### src/rtl/fifo_wr_arbiter_if.sv
// Producer handshake plus FIFO write-port bundle for the shared write arbiter.
// The master modport is the arbiter's view; slave is the producers/FIFO side.
interface fifo_wr_arbiter_if #(
    parameter int WIDTH = 8,
    parameter int NREQ  = 4,
    parameter int ID_W  = $clog2(NREQ)
) ();
    logic [NREQ-1:0]       req_valid;
    logic [NREQ-1:0]       req_last;
    logic [NREQ*WIDTH-1:0] req_data;
    logic [NREQ-1:0]       req_ready;
    logic                  fifo_full;
    logic                  fifo_wr_en;
    logic [WIDTH-1:0]      fifo_wr_data;
    logic [ID_W-1:0]       grant_id;
    logic                  busy;

    modport master (
        input  req_valid, req_last, req_data, fifo_full,
        output req_ready, fifo_wr_en, fifo_wr_data, grant_id, busy
    );

    modport slave (
        output req_valid, req_last, req_data, fifo_full,
        input  req_ready, fifo_wr_en, fifo_wr_data, grant_id, busy
    );
endinterface

### src/rtl/fifo_wr_arbiter.sv
// Round-robin burst arbiter sharing one synchronous FIFO write port between NREQ producers.
// A grant lasts until a last-flagged beat or MAX_BURST accepted beats, with one idle cycle between grants.
module fifo_wr_arbiter #(
    parameter int WIDTH     = 8,
    parameter int NREQ      = 4,
    parameter int MAX_BURST = 8,
    parameter int ID_W      = $clog2(NREQ)
) (
    input  logic              clk,
    input  logic              rst_n,
    input  logic              clr,
    fifo_wr_arbiter_if.master bus
);
    localparam int CNT_W = $clog2(MAX_BURST + 1);

    localparam logic [0:0] IDLE  = 1'b0;
    localparam logic [0:0] BURST = 1'b1;

    localparam logic [ID_W-1:0]  LAST_ID   = ID_W'(NREQ - 1);
    localparam logic [CNT_W-1:0] CNT_LIMIT = CNT_W'(MAX_BURST - 1);

    logic [0:0]       state_q,   state_d;
    logic [ID_W-1:0]  rrPtr_q,   rrPtr_d;
    logic [ID_W-1:0]  grantId_q, grantId_d;
    logic [CNT_W-1:0] beatCnt_q, beatCnt_d;

    logic             anyValid;
    logic [ID_W-1:0]  selIdx;
    logic             inBurst;
    logic             ownerValid;
    logic             ownerLast;
    logic [WIDTH-1:0] ownerData;
    logic [NREQ-1:0]  readyVec;
    logic             accept;
    logic             termBeat;

    // Lowest valid index at or after ptr wins; otherwise wrap to the lowest valid index overall.
    function automatic logic [ID_W-1:0] rrSelect(input logic [NREQ-1:0] valid,
                                                 input logic [ID_W-1:0] ptr);
        logic [ID_W-1:0] pickAny;
        logic [ID_W-1:0] pickUp;
        logic            hitUp;
        pickAny = '0;
        pickUp  = '0;
        hitUp   = 1'b0;
        for (int k = NREQ - 1; k >= 0; k--) begin
            if (valid[k]) begin
                pickAny = ID_W'(k);
                if (ID_W'(k) >= ptr) begin
                    pickUp = ID_W'(k);
                    hitUp  = 1'b1;
                end
            end
        end
        return hitUp ? pickUp : pickAny;
    endfunction

    assign anyValid = |bus.req_valid;
    assign selIdx   = rrSelect(bus.req_valid, rrPtr_q);

    // Owner signals are picked by a compare-mux so non-owner data can never leak to the FIFO.
    always_comb begin
        ownerValid = 1'b0;
        ownerLast  = 1'b0;
        ownerData  = '0;
        readyVec   = '0;
        inBurst    = (state_q == BURST) && !clr;
        for (int i = 0; i < NREQ; i++) begin
            if (grantId_q == ID_W'(i)) begin
                ownerValid  = bus.req_valid[i];
                ownerLast   = bus.req_last[i];
                ownerData   = bus.req_data[i*WIDTH +: WIDTH];
                readyVec[i] = inBurst && !bus.fifo_full;
            end
        end
        accept   = inBurst && ownerValid && !bus.fifo_full;
        termBeat = accept && (ownerLast || (beatCnt_q == CNT_LIMIT));
    end

    always_comb begin
        state_d   = state_q;
        rrPtr_d   = rrPtr_q;
        grantId_d = grantId_q;
        beatCnt_d = beatCnt_q;
        if (state_q == IDLE) begin
            if (anyValid) begin
                state_d   = BURST;
                grantId_d = selIdx;
                beatCnt_d = '0;
            end
        end else if (accept) begin
            if (termBeat) begin
                state_d   = IDLE;
                beatCnt_d = '0;
                rrPtr_d   = (grantId_q == LAST_ID) ? '0 : grantId_q + 1'b1;
            end else begin
                beatCnt_d = beatCnt_q + 1'b1;
            end
        end
    end

    // clr shares the FIFO's clear net, so it restores exactly the reset image.
    always_ff @(posedge clk or negedge rst_n) begin
        if (!rst_n) begin
            state_q   <= IDLE;
            rrPtr_q   <= '0;
            grantId_q <= '0;
            beatCnt_q <= '0;
        end else if (clr) begin
            state_q   <= IDLE;
            rrPtr_q   <= '0;
            grantId_q <= '0;
            beatCnt_q <= '0;
        end else begin
            state_q   <= state_d;
            rrPtr_q   <= rrPtr_d;
            grantId_q <= grantId_d;
            beatCnt_q <= beatCnt_d;
        end
    end

    assign bus.req_ready    = readyVec;
    assign bus.fifo_wr_en   = accept;
    assign bus.fifo_wr_data = accept ? ownerData : '0;
    assign bus.grant_id     = grantId_q;
    assign bus.busy         = (state_q == BURST);

endmodule

### src/flat_wrapper.sv
// flat-port wrapper written by rule: the top's interface ports become plain ports
module fifo_wr_arbiter_flat 
#(
    parameter int WIDTH     = 8,
    parameter int NREQ      = 4,
    parameter int MAX_BURST = 8,
    parameter int ID_W      = $clog2(NREQ)
)
  (clk, rst_n, clr, bus_req_valid, bus_req_last, bus_req_data, bus_fifo_full, bus_req_ready, bus_fifo_wr_en, bus_fifo_wr_data, bus_grant_id, bus_busy);
  fifo_wr_arbiter_if #(.WIDTH(WIDTH), .NREQ(NREQ), .ID_W(ID_W)) bus_i ();
  input  logic clk;
  input  logic rst_n;
  input  logic clr;
  input wire logic [$bits(bus_i.req_valid)-1:0] bus_req_valid;
  input wire logic [$bits(bus_i.req_last)-1:0] bus_req_last;
  input wire logic [$bits(bus_i.req_data)-1:0] bus_req_data;
  input wire logic [$bits(bus_i.fifo_full)-1:0] bus_fifo_full;
  output wire logic [$bits(bus_i.req_ready)-1:0] bus_req_ready;
  output wire logic [$bits(bus_i.fifo_wr_en)-1:0] bus_fifo_wr_en;
  output wire logic [$bits(bus_i.fifo_wr_data)-1:0] bus_fifo_wr_data;
  output wire logic [$bits(bus_i.grant_id)-1:0] bus_grant_id;
  output wire logic [$bits(bus_i.busy)-1:0] bus_busy;
  assign bus_i.req_valid = bus_req_valid;
  assign bus_i.req_last = bus_req_last;
  assign bus_i.req_data = bus_req_data;
  assign bus_i.fifo_full = bus_fifo_full;
  assign bus_req_ready = bus_i.req_ready;
  assign bus_fifo_wr_en = bus_i.fifo_wr_en;
  assign bus_fifo_wr_data = bus_i.fifo_wr_data;
  assign bus_grant_id = bus_i.grant_id;
  assign bus_busy = bus_i.busy;
  fifo_wr_arbiter #(.WIDTH(WIDTH), .NREQ(NREQ), .MAX_BURST(MAX_BURST), .ID_W(ID_W)) u_core (.clk(clk), .rst_n(rst_n), .clr(clr), .bus(bus_i));
endmodule
### config.mk
export PLATFORM = sky130hd
export DESIGN_NAME = fifo_wr_arbiter_flat
export DESIGN_NICKNAME = d
export VERILOG_FILES = /design/src/rtl/fifo_wr_arbiter_if.sv /design/src/rtl/fifo_wr_arbiter.sv /design/src/flat_wrapper.sv
export SDC_FILE = /design/constraint.sdc
export NUM_CORES = 1
export LEC_CHECK = 0
export BUFFER_PORTS_ARGS = -buffer_cell sky130_fd_sc_hd__clkbuf_2
export CAP_MARGIN = 20
export CELL_PAD_IN_SITES_DETAIL_PLACEMENT = 0
export CELL_PAD_IN_SITES_GLOBAL_PLACEMENT = 1
export CORE_ASPECT_RATIO = 1.2
export CORE_MARGIN = 5
export CORE_UTILIZATION = 30
export CTS_CLUSTER_DIAMETER = 60
export DETAILED_ROUTE_END_ITERATION = 10
export HOLD_SLACK_MARGIN = 0.05
export PLACE_DENSITY_LB_ADDON = 0.1
export SETUP_SLACK_MARGIN = 0.1
export SLEW_MARGIN = 25
export SYNTH_ARGS = -nofsm -noshare
export SYNTH_HDL_FRONTEND = slang
export SYNTH_SLANG_ARGS = --single-unit
export TNS_END_PERCENT = 50
### constraint.sdc
create_clock -name clk -period 2.9 [get_ports clk]
set_clock_uncertainty 0.15 [all_clocks]
set_input_delay 0.58 -clock clk [delete_from_list [all_inputs] [get_ports clk]]
set_output_delay 0.58 -clock clk [all_outputs]
set_load 0.02 [all_outputs]
# Word level (Yosys, flattened, before mapping)
# Cells that the tools add are included.
# word_totals
elab_cells,90
input_bits,44
out_inout_bits,16
ramBits,0
n_memories,0
ff_bits,9
latch_bits,0
mem_bits_ro,0
# op_classes
n_mux,56
n_reduce_logical,18
n_eq_ne,6
n_bitwise,0
n_shift,0
mul,0
div_mod_pow,0
addsub,2
order_cmp,4
# op_table
cell,count
2-bit two-way mux,21
8-bit two-way mux,5
1-bit two-way mux,25
4-bit two-way mux,5
2-bit nonzero test,4
1-bit logical AND,5
"4-bit by 1-bit adder with 4-bit output, second input constant",1
"2-bit equality test, second input constant",2
"4-bit by 3-bit equality test with 1-bit output, second input constant",1
"1-bit by 2-bit >= comparator with 1-bit output, first input constant",2
"2-bit >= comparator, first input constant",2
2-bit AND reduction,2
4-bit OR reduction,1
"3-bit inequality test, second input constant",1
3-bit AND reduction,1
3-bit nonzero test,1
"2-bit by 1-bit adder with 2-bit output, second input constant",1
"2-bit by 1-bit equality test with 1-bit output, second input constant",1
1-bit logical NOT,2
2-bit logical NOT,1
"2-bit inequality test, second input constant",1
1-bit logical OR,1

# Longest topological paths before layout
# depth
word_depth,13
mapped_depth,9
depth_no_buf,8

# Worst setup path after synthesis
# Ideal clock, no wire load.
# synth_timing
kind,register to output
startpoint,reg u_core.grantId_q[0] (netlist: u_core.bus.grant_id[0])
endpoint,out bus_fifo_wr_data[1]
path_slack_ns,0.310
n_path_buf,2
path_stages_with_launch,9
t_required_ns,2.170
arrival_time_ns,1.860
path_cell_list,dfrtp_1 > inv_1 > ha_1 > buf_4 > a2111o_1 > nand2_2 > inv_4 > buf_6 > and2_1
# synth_via
elab_chain_cells,8
word_cells_on_any_way,15
cone_classes,eq/ne: 3; mux: 9; reduce/logical: 3
# synth_lines
element,line,rtl
start: declaration,fifo_wr_arbiter.sv:24,"logic [ID_W-1:0] grantId_q, grantId_d;"
start signal: assignment,fifo_wr_arbiter.sv:117,grantId_q <= grantId_d;
2-bit logical NOT,fifo_wr_arbiter.sv:69,if (grantId_q == ID_W'(i)) begin
1-bit two-way mux (3 in series),fifo_wr_arbiter.sv:69,
1-bit two-way mux (*),fifo_wr_arbiter.sv:69,
1-bit logical AND (*) (2 in series),fifo_wr_arbiter.sv:76,accept = inBurst && ownerValid && !bus.fifo_full;
named net bus_fifo_wr_en,flat_wrapper.sv:19,output wire logic [$bits(bus_i.fifo_wr_en)-1:0] bus_fifo_wr_en;
8-bit two-way mux (*),fifo_wr_arbiter.sv:124,assign bus.fifo_wr_data = accept ? ownerData : '0;
end: declaration,flat_wrapper.sv:20,output wire logic [$bits(bus_i.fifo_wr_data)-1:0] bus_fifo_wr_data;
# The timed path passes the listed nets; every way through them passes the cells marked *.

# Worst setup path in the final report
# layout_timing
startpoint,reg u_core.grantId_q[0] (netlist: u_core.bus.grant_id[0])
endpoint,out bus_fifo_wr_data[0]
# layout_via
elab_chain_cells,8
word_cells_on_any_way,15
cone_classes,eq/ne: 3; mux: 9; reduce/logical: 3
# layout_lines
element,line
2-bit logical NOT,fifo_wr_arbiter.sv:69
1-bit two-way mux (4 in series),fifo_wr_arbiter.sv:69
1-bit logical AND (2 in series),fifo_wr_arbiter.sv:76
8-bit two-way mux (*),fifo_wr_arbiter.sv:124
# Every way passes the cells marked *; elsewhere a longest branch is shown, timed or not.

==> results.ini <==
[placed_design]
gp_congestion=0.780
port_buffers=59
dp_slack_ns=0.238
post-dp-hpwl_mm=2.74

[synthesis]
ys_seq_area_share_pct=21.2
yosysMostFrequentCell=a21oi_1
synth_top_area_share_pct=21.2
synth_top_cell_by_area=dfrtp_1
yosys_most_used_dff=dfrtp_1
syn-num-nets=194
synth_edf_count=0
synth_area_mm2=0.00106
synthDistinctLibCells=37
ys_top_cells_by_area=dfrtp_1 21%, a21oi_1 11%, nand2_1 7.8%
ys_ff_latch=9
synth-async-reset-ratio_pct=100
synthTopCellsByCount=23 x a21oi_1, 22 x nand2_1, 14 x o21ai_0
syn_area_per_cell_um2=7.32
yosysWarnings=0
syn-instance-count=145

[setup_path]
reg2reg_from=u_core.bus.grant_id[0]
worstPathArrival_ns=1.97
worstPathRequired_ns=2.17
r2r_cells=7
critPathCaptureType=primary output
worst-path-max-fanout=14
rr_endpoint=u_core.rrPtr_q[1]
start_kind=register
reg2reg_slack_ns=0.61
criticalPathCategory=register to primary output

[global_routing]
grt_overflow=0
track_usage_pct=13.1
antenna_found_initial=0
grt_pass1_vias=1225
grt_pass1_wl_mm=5.19
grt_start_max_net_pins=21

[floorplan]
die_h_um=75.1
die-area_mm2=0.00483
rows=23
core_area_mm2=0.00337
num_io_pins=60
initial_utilization_pct=31.5
die_x_um=64.3

[power]
power.density_mw_per_mm2=294
ir_drop_v=0.000259
leakagePower_nw=0.721

[routing]
vias=1200
drt_iter0_drc=55
viasPerCell=4.94
drc=0
ant_nets=0
wl_mm=3.20
avgRoutedWirePerCell_um=13.2
first_pass_iters=4

[clocking]
htreeDepth=1
hold_buffers=0
cts.clk_slew.worst_paths_ns=0.04
cts_tree=done
root_buffer=clkbuf_8
clk_latency_ns=0.22
cts-buffers-inserted=3
cts.path.max_buffers=2
cts.sinks=9

[cells_and_area]
drive_gt1_share_pct=42.2
fin_nets=256
antenna_cells=0
layout-area-overhead-vs-synth_pct=37.5

[sta]
worstMarginPinSlew_ns=0.308
max_freq_mhz=370
finalHoldViolations=0
relSlewSlack_pct=79.2
period_share_pct=93.1
rsz0062_at_grt=true
tns_ns=0
setup_violations=0
slew_violations=0
finalCriticalPeriod_ns=2.70
setup_slack_ns=0.200

[hold_path]
min_path_type=input pin to async pin

[flow_run]
cap_viol_max_count=0

[outcome]
outcome=finished, final reports clean

[sequential cells by signal, summed over array words and instances, names as in the netlist]
| name | cells |
|---|---|
| u_core.beatCnt_q | 4 |
| u_core.bus.busy | 1 |
| u_core.bus.grant_id | 2 |
| u_core.rrPtr_q | 2 |
[how the worst max path moves through the flow]
stage,start,end,slack (ns),depth (start not counted)
floorplan,u_core.bus.grant_id[0],bus_fifo_wr_data[1],0.31,8
global placement,u_core.bus.grant_id[0],bus_fifo_wr_data[0],0.27,8
detailed placement,u_core.bus.grant_id[0],bus_fifo_wr_data[0],0.24,8
CTS,u_core.bus.grant_id[0],bus_fifo_wr_data[0],0.11,8
global route,u_core.bus.grant_id[1],bus_fifo_wr_data[3],0.09,9
finish,u_core.bus.grant_id[0],bus_fifo_wr_data[0],0.20,8
[area by class of cell]
type                    count  area, um2
well taps                  37       46.3
inverters                   7       28.8
repair buffers             65        344
fillers                   356       1910
multi-input cells         121        768
flip-flops and latches      9        226
clock buffers               4       45.0
[critical path: stages (launching register included)]
cell and delay (ns):
dfrtp_2 0.44, inv_2 0.07, ha_2 0.19, and3b_1 0.18, a2111o_1 0.36, nand2_2 0.10
inv_4 0.07, and2_2 0.17, clkbuf_2 0.15
[cell families after synthesis]
logic type      after synthesis  share of synthesized area (%)
compound gates               47                           25.9
fa+ha+maj                     5                           5.90
buf+inv                      15                           7.67
flops                         9                           21.2
mux                           2                           2.36
simple gates                 67                           36.9
[routing by layer]
metal	global-route usage, %	wire, um	up-vias
li1	-	-	629
met2	26.2	1700	42
met4	2.04	0	0
met5	0	0	-
met1	14.2	1250	529
met3	2.69	253	0
[placed cells by master, fill, tap and decap left out, types with 2 or more instances in the layout]
cell | netlist | layout
a211oi_1 | 2 | 2
a21oi_1 | 23 | 20
a21oi_2 | 0 | 3
and2_1 | 7 | 7
and2_2 | 5 | 5
buf_2 | 3 | 3
buf_4 | 1 | 5
clkbuf_2 | 0 | 56
clkbuf_8 | 0 | 3
dfrtp_1 | 9 | 8
ha_1 | 5 | 4
inv_1 | 6 | 5
nand2_1 | 22 | 22
nand2b_1 | 2 | 2
nand3_1 | 5 | 5
nand3b_1 | 9 | 9
nor2_1 | 4 | 4
nor2b_1 | 3 | 3
nor3_1 | 2 | 2
o211ai_1 | 2 | 2
o21ai_0 | 14 | 12
o21ai_1 | 1 | 3
[timing repair]
| action | 4_1_cts | 5_1_grt |
|---|---|---|
| buffers inserted | 1 | 1 |
| endpoints found under the setup margin | 8 | 8 |
| pin swaps | 1 | 2 |
| gates resized for setup | 1 | 11 |
[power by group]
part           internal, W  leakage, nW  switching (W)
Clock            0.0000950       0.0228      0.0000405
Sequential        0.000130        0.122     0.00000617
Combinational    0.0000743        0.576      0.0000826
[per-stage QoR]
step / instances / total power (W) / util (%) / cell area (um2) / hold slack, ns
finish: 243 / 0.000429 / 43.3 / 1460 / 0.0481
global route: 243 / 0.000461 / 43.3 / 1460 / 0.0622
CTS: 242 / 0.000431 / 42.6 / 1430 / 0.0503
detailed placement: 237 / 0.000291 / 41.0 / 1380 / 0.290
global placement: 237 / 0.000289 / 41.0 / 1380 / 0.291
floorplan: 145 / 0.000229 / - / 1060 / 0.134
Power figures use the tool's default switching activity.
